**config.mk**
```make
export PLATFORM = sky130hd
export DESIGN_NAME = uart_rx_gen2
export DESIGN_NICKNAME = d
export VERILOG_FILES = /design/src/rtl/uart_rx_gen2.sv
export SDC_FILE = /design/constraint.sdc
export NUM_CORES = 1
export LEC_CHECK = 0
export BUFFER_PORTS_ARGS = -buffer_cell sky130_fd_sc_hd__buf_2
export CORE_ASPECT_RATIO = 0.6
export CORE_MARGIN = 2
export CORE_UTILIZATION = 30
export CTS_CLUSTER_SIZE = 40
export DETAILED_ROUTE_END_ITERATION = 12
export GPL_ROUTABILITY_DRIVEN = 0
export MAX_ROUTING_LAYER = met4
export SLEW_MARGIN = 20
export SYNTH_ARGS = -nofsm -noshare
export SYNTH_HDL_FRONTEND = slang
export SYNTH_SLANG_ARGS = --single-unit
```
**constraint.sdc**
```tcl
create_clock -name CLK -period 3 [get_ports CLK]
set_input_delay 0.3 -clock CLK [delete_from_list [all_inputs] [get_ports CLK]]
set_output_delay 0.3 -clock CLK [all_outputs]
set_load 0.005 [all_outputs]
```
**src/rtl/uart_rx_gen2.sv**
```systemverilog
// Oversampled UART receiver: 3-sample majority vote per bit, 1/2 stop bits and parity, with a valid/ready holding register.
// P_DATA is valid 1 cycle after the last stop bit ends; a full register drops new frames (OVERRUN); UART_RX_BREAK_DET_EN adds break detection.
module uart_rx_gen2 #(
  parameter int DATA_WIDTH  = 8,
  parameter int PRESCALE_W  = 6,
  parameter int SYNC_STAGES = 2
) (
  input  logic                  CLK,
  input  logic                  rst,
  input  logic                  RX_IN,
  input  logic [PRESCALE_W-1:0] prescale,
  input  logic                  PAR_EN,
  input  logic                  PAR_TYP,
  input  logic                  STOP2,
  output logic [DATA_WIDTH-1:0] P_DATA,
  output logic                  PAR_ERR,
  output logic                  STP_ERR,
  output logic                  DATA_VALID,
  input  logic                  DATA_READY,
  output logic                  OVERRUN,
  output logic                  BRK_DET
);

  typedef enum logic [2:0] {
    IDLE, START, DATA, PARITY, STOP
`ifdef UART_RX_BREAK_DET_EN
    , BRK_WAIT
`endif
  } state_t;

  logic [SYNC_STAGES-1:0] sync_q;
  logic                   rxs;
  state_t                 state_q;
  logic [PRESCALE_W-1:0]  edge_cnt_q, edge_cnt_d, p_clamp, mid;
  logic [3:0]             bit_cnt_q, bit_cnt_d;
  logic [DATA_WIDTH-1:0]  shift_q, shift_d;
  logic [2:0]             smp_q;
  logic                   bit_end, bit_val;
  logic                   stop_cnt_q, par_err_q, stp_err_q, stp_err_d;
  logic [DATA_WIDTH-1:0]  p_data_q;
  logic                   par_out_q, stp_out_q, dv_q, ovr_q;
`ifdef UART_RX_BREAK_DET_EN
  logic                   zero_q, brk_q;
`endif

  always_ff @(posedge CLK) begin
    if (rst) sync_q <= '1;
    else     sync_q <= {sync_q[SYNC_STAGES-2:0], RX_IN};
  end
  assign rxs = sync_q[SYNC_STAGES-1];

  always_comb begin
    p_clamp    = (prescale < PRESCALE_W'(4)) ? PRESCALE_W'(4) : prescale;
    mid        = p_clamp >> 1;
    bit_end    = (edge_cnt_q == p_clamp);
    bit_val    = (smp_q[0] & smp_q[1]) | (smp_q[0] & smp_q[2]) | (smp_q[1] & smp_q[2]);
    edge_cnt_d = (state_q == IDLE || bit_end) ? PRESCALE_W'(1) : edge_cnt_q + PRESCALE_W'(1);
    bit_cnt_d  = bit_cnt_q + 4'd1;
    shift_d    = {bit_val, shift_q[DATA_WIDTH-1:1]};
    stp_err_d  = stp_err_q | ~bit_val;
  end

  always_ff @(posedge CLK) begin
    if (rst) begin
      state_q    <= IDLE;
      edge_cnt_q <= PRESCALE_W'(1);
      bit_cnt_q  <= 4'd0;
      shift_q    <= '0;
      smp_q      <= '1;
      stop_cnt_q <= 1'b0;
      par_err_q  <= 1'b0;
      stp_err_q  <= 1'b0;
      p_data_q   <= '0;
      par_out_q  <= 1'b0;
      stp_out_q  <= 1'b0;
      dv_q       <= 1'b0;
      ovr_q      <= 1'b0;
`ifdef UART_RX_BREAK_DET_EN
      zero_q     <= 1'b1;
      brk_q      <= 1'b0;
`endif
    end else begin
      ovr_q      <= 1'b0;
`ifdef UART_RX_BREAK_DET_EN
      brk_q      <= 1'b0;
`endif
      edge_cnt_q <= edge_cnt_d;
      if (dv_q && DATA_READY) dv_q <= 1'b0;
      if (edge_cnt_q == mid - PRESCALE_W'(1)) smp_q[0] <= rxs;
      if (edge_cnt_q == mid)                  smp_q[1] <= rxs;
      if (edge_cnt_q == mid + PRESCALE_W'(1)) smp_q[2] <= rxs;

      case (state_q)
        IDLE: if (!rxs) state_q <= START;
        START: if (bit_end) begin
          if (bit_val) begin
            state_q <= IDLE;
          end else begin
            state_q    <= DATA;
            bit_cnt_q  <= 4'd0;
            stop_cnt_q <= 1'b0;
            par_err_q  <= 1'b0;
            stp_err_q  <= 1'b0;
`ifdef UART_RX_BREAK_DET_EN
            zero_q     <= 1'b1;
`endif
          end
        end
        DATA: if (bit_end) begin
          shift_q   <= shift_d;
          bit_cnt_q <= bit_cnt_d;
`ifdef UART_RX_BREAK_DET_EN
          zero_q    <= zero_q & ~bit_val;
`endif
          if (bit_cnt_d == 4'(DATA_WIDTH)) state_q <= PAR_EN ? PARITY : STOP;
        end
        PARITY: if (bit_end) begin
          par_err_q <= ((^shift_q) ^ PAR_TYP) != bit_val;
`ifdef UART_RX_BREAK_DET_EN
          zero_q    <= zero_q & ~bit_val;
`endif
          state_q   <= STOP;
        end
        STOP: if (bit_end) begin
          stp_err_q <= stp_err_d;
`ifdef UART_RX_BREAK_DET_EN
          if (!stop_cnt_q && zero_q && !bit_val) begin
            brk_q   <= 1'b1;
            state_q <= BRK_WAIT;
          end else
`endif
          if (STOP2 && !stop_cnt_q) begin
            stop_cnt_q <= 1'b1;
          end else begin
            // A frame may load in the same cycle the held one is accepted.
            state_q <= IDLE;
            if (!dv_q || DATA_READY) begin
              p_data_q  <= shift_q;
              par_out_q <= par_err_q;
              stp_out_q <= stp_err_d;
              dv_q      <= 1'b1;
            end else begin
              ovr_q <= 1'b1;
            end
          end
        end
`ifdef UART_RX_BREAK_DET_EN
        BRK_WAIT: if (rxs) state_q <= IDLE;
`endif
        default: state_q <= IDLE;
      endcase
    end
  end

  assign P_DATA     = p_data_q;
  assign PAR_ERR    = par_out_q;
  assign STP_ERR    = stp_out_q;
  assign DATA_VALID = dv_q;
  assign OVERRUN    = ovr_q;
`ifdef UART_RX_BREAK_DET_EN
  assign BRK_DET    = brk_q;
`else
  assign BRK_DET    = 1'b0;
`endif

endmodule
```
==> key figures <==
Outcome
  • Status: finished, final reports clean

Min path
  • Hold Crit Class: in2reg

Power and ir drop
  • Leak Pwr: ~1.0 nW
  • Sw frac: approximately 27%
  • Clk pwr share: between 40% and 50%
  • Internal Dissipation: 0.9328 mW
  • Worst vdd ir: between 0.0002 and 0.0003 V
  • Combinational power share: about 14%
  • Sequential share of power: 45.5%
  • Cell Pwr Density: between 400 and 500 nW/um^2
  • Tot Pwr: between 1 and 1.5 mW
  • Psw: roughly 0.35 mW

Clock network
  • Post_cts resized: 0
  • Hold-fix buffers at CTS: 0
  • CTS tree: yes
  • TritonCTS buffer count: 5
  • Clock sinks: just over 40
  • CTS Buffer Depth: 2
  • Worst-skew pair later-pin latency: 0.28 ns
  • H-Tree Level Count: 2
  • Root Driver: clkbuf_16
  • Setup bufs post-CTS: 0
  • Clock transition at the registers of the reported paths: about 0.060 ns

Layout
  • ANT cells: 0
  • Final core utilization: between 30% and 40%
  • Final net count: ~300
  • Layout cells sized above 1: ~17%
  • Register area: 820.8 sq um
  • Area occupied by multi-input gates: ~1300 sq um
  • Layout area overhead: 13.54%
  • Filler cells: 775

Worst setup path
  • CP startpoint kind: register
  • Critical path data arrival time: roughly 2.4 ns
  • CP required: approximately 3.2 ns
  • Top fanout value on the critical path: 11
  • Critical path class: reg2reg
  • Element type at the critical path end: register

Floorplan
  • Num rows: 24
  • Core ar.: ~7300 sq um
  • IO Count: 26
  • Die Wd: roughly 120 um
  • Die Height: slightly above 70 um
  • Die ar.: 8344 sq um
  • Starting Density: between 30% and 40%

STA
  • Setup Skew: between 0.006 and 0.007 ns
  • Final Hold Vio Count: 0
  • Final Max Slew Viols: 0
  • Min Tclk post-route: 2.201 ns
  • Period utilization: between 70% and 80%
  • Final setup viols: 0
  • RSZ-0062 raised after global routing: false
  • Setup_tns: 0 ns
  • Slew HR: ~40%
  • Fmax: approximately 450 MHz
  • Worst slew pin tran: between 0.8 and 0.9 ns

Logic synthesis
  • EDFF count, synth: 0
  • Synth top area cells: dfxtp_1 (36%), mux2i_1 (6.1%), xor2_1 (5.8%), xnor2_1 (5.0%), nand3_1 (4.4%)
  • Largest area contributor in the netlist: dfxtp_1
  • Syn_nets: ~280
  • Yosys warns: 0
  • Flops & latches, synth: approximately 40
  • Cell area after synthesis: 2282 sq um
  • Asr flop ratio synth: 0%
  • Post-synth top area share: a little over a third
  • Distinct cells, synth: 53
  • Most used DFF post-synth: dfxtp_1
  • Mapped Cells: roughly 260
  • Commonest cells in the netlist: dfxtp_1 (41), nand2_1 (25), nor2_1 (24), nand3_1 (20), xor2_1 (15)
  • Post-synthesis sequential area ratio: a little over a third
  • Average size of a mapped cell: 8.744 sq um
  • Most common cell in the netlist: dfxtp_1

Global route
  • Largest net degree at the start of global routing: 34
  • Global-route usage over all layers: ~14%
  • Global-route wire length before repair: slightly below 9000 um
  • Vias in the first global route: 1736
  • Global route overflow: 0
  • Initial antenna violation count: 0

Detailed routing
  • Initial DRC count: 109
  • Antenna-violating nets left: 0
  • Drt wl/cell: 13.21 um
  • Pre-Repair DR Iteration Count: 4
  • Via-per-instance ratio: 4.803
  • Final WL: 5032 um
  • Vias: ~1800
  • Residual DRC: 0

Place
  • # port buffers: 24
  • Detail Placement HPWL: 3722 um

Flow run
  • Max Cap Violations: 0
-- final timing paths --
path | start | endpoint | slack, ns | depth (start not counted)
setup / recovery | edge_cnt_q[0] | STP_ERR | 0.80 | 5
hold / removal | RX_IN | sync_q[0] | 0.20 | 2
setup reg to reg | edge_cnt_q[0] | STP_ERR | 0.80 | 5
hold reg to reg | sync_q[0] | sync_q[1] | 0.41 | 1
-- logic make-up (layout without fill, tap and decap cells) --
| group | after synthesis | after routing | share of synthesized area (%) |
|---|---|---|---|
| and+or+nand+nor | 106 | 106 | 22.81 |
| other | 1 | 1 | 0.1643 |
| adders and majority gates | 5 | 5 | 2.632 |
| xor gates and xnor gates | 29 | 29 | 11.46 |
| DFF | 41 | 41 | 35.97 |
| AOI/OAI and AO/OA | 40 | 40 | 15.02 |
| muxes | 14 | 14 | 6.140 |
| buffers and inverters | 25 | 41 | 5.811 |
-- cell usage in the layout (no fill, tap or decap), types with 2 or more instances in the layout --
master	count
or3_1	3
mux2i_1	14
nor3_1	9
and3_1	2
o211ai_1	2
or2_2	3
nand2_1	25
dfxtp_1	41
o32ai_1	3
ha_1	4
nand3_1	20
nand4b_1	2
xor2_1	15
o2111ai_1	3
clkbuf_16	5
inv_1	5
nor4_1	4
nor2_1	24
buf_4	4
o21ai_0	2
nand2b_1	4
nor2b_1	4
a21oi_1	12
buf_2	24
clkinv_2	2
xnor2_1	13
-- through the flow --
step,cell area [sq um],setup WS [ns],hold slack (ns),std cells
2_1_floorplan,2282,0.9218,0.3895,261
3_3_place_gp,2449,0.6243,0.3951,373
3_5_place_dp,2449,0.6104,0.3974,373
4_1_cts,2591,0.7349,0.2018,381
5_1_grt,2591,0.4960,0.2149,381
6_report,2591,0.7986,0.2033,381
-- power groups by stage --
stage | logic, mW | clock network [mW] | registers [mW]
6_report | 0.177 | 0.519 | 0.582
3_5_place_dp | 0.177 | 0 | 0.594
4_1_cts | 0.178 | 0.532 | 0.582
3_3_place_gp | 0.175 | 0 | 0.594
5_1_grt | 0.198 | 0.554 | 0.586
2_1_floorplan | 0.149 | 0 | 0.586
-- layout make-up --
class                      count  area share, %
multi-input combinational    195          51.28
sequential                    41          31.68
timing repair buffer          28          5.794
tap                          104          5.022
clock buffer                   5          4.829
inverter                       5         0.7243
clock inverter                 3         0.6760
-- per-layer routing --
metal	up-vias	part of all wire [%]	track usage, %
li1	948	-	-
met1	840	56	21.89
met2	37	38	16.73
met3	5	5.1	2.961
met4	0	0.93	3.137
met5	-	0	-
-- sequential cells by signal, summed over array words and instances (netlist names) --
signal	flops
par_err_q	1
state_q	3
edge_cnt_q	6
sync_q	2
bit_cnt_q	4
STP_ERR	1
smp_q	3
stop_cnt_q	1
DATA_VALID	1
P_DATA	8
stp_err_q	1
shift_q	8
OVERRUN	1
PAR_ERR	1
-- critical path: stages (launching register included) --
cell and delay, ns:
dfxtp_1 0.47, xor2_1 0.15, nor4_1 0.48, o2111ai_1 0.56
nor3b_1 0.34, nor3_1 0.06
No activity file was read; power rests on OpenSTA's default activity.
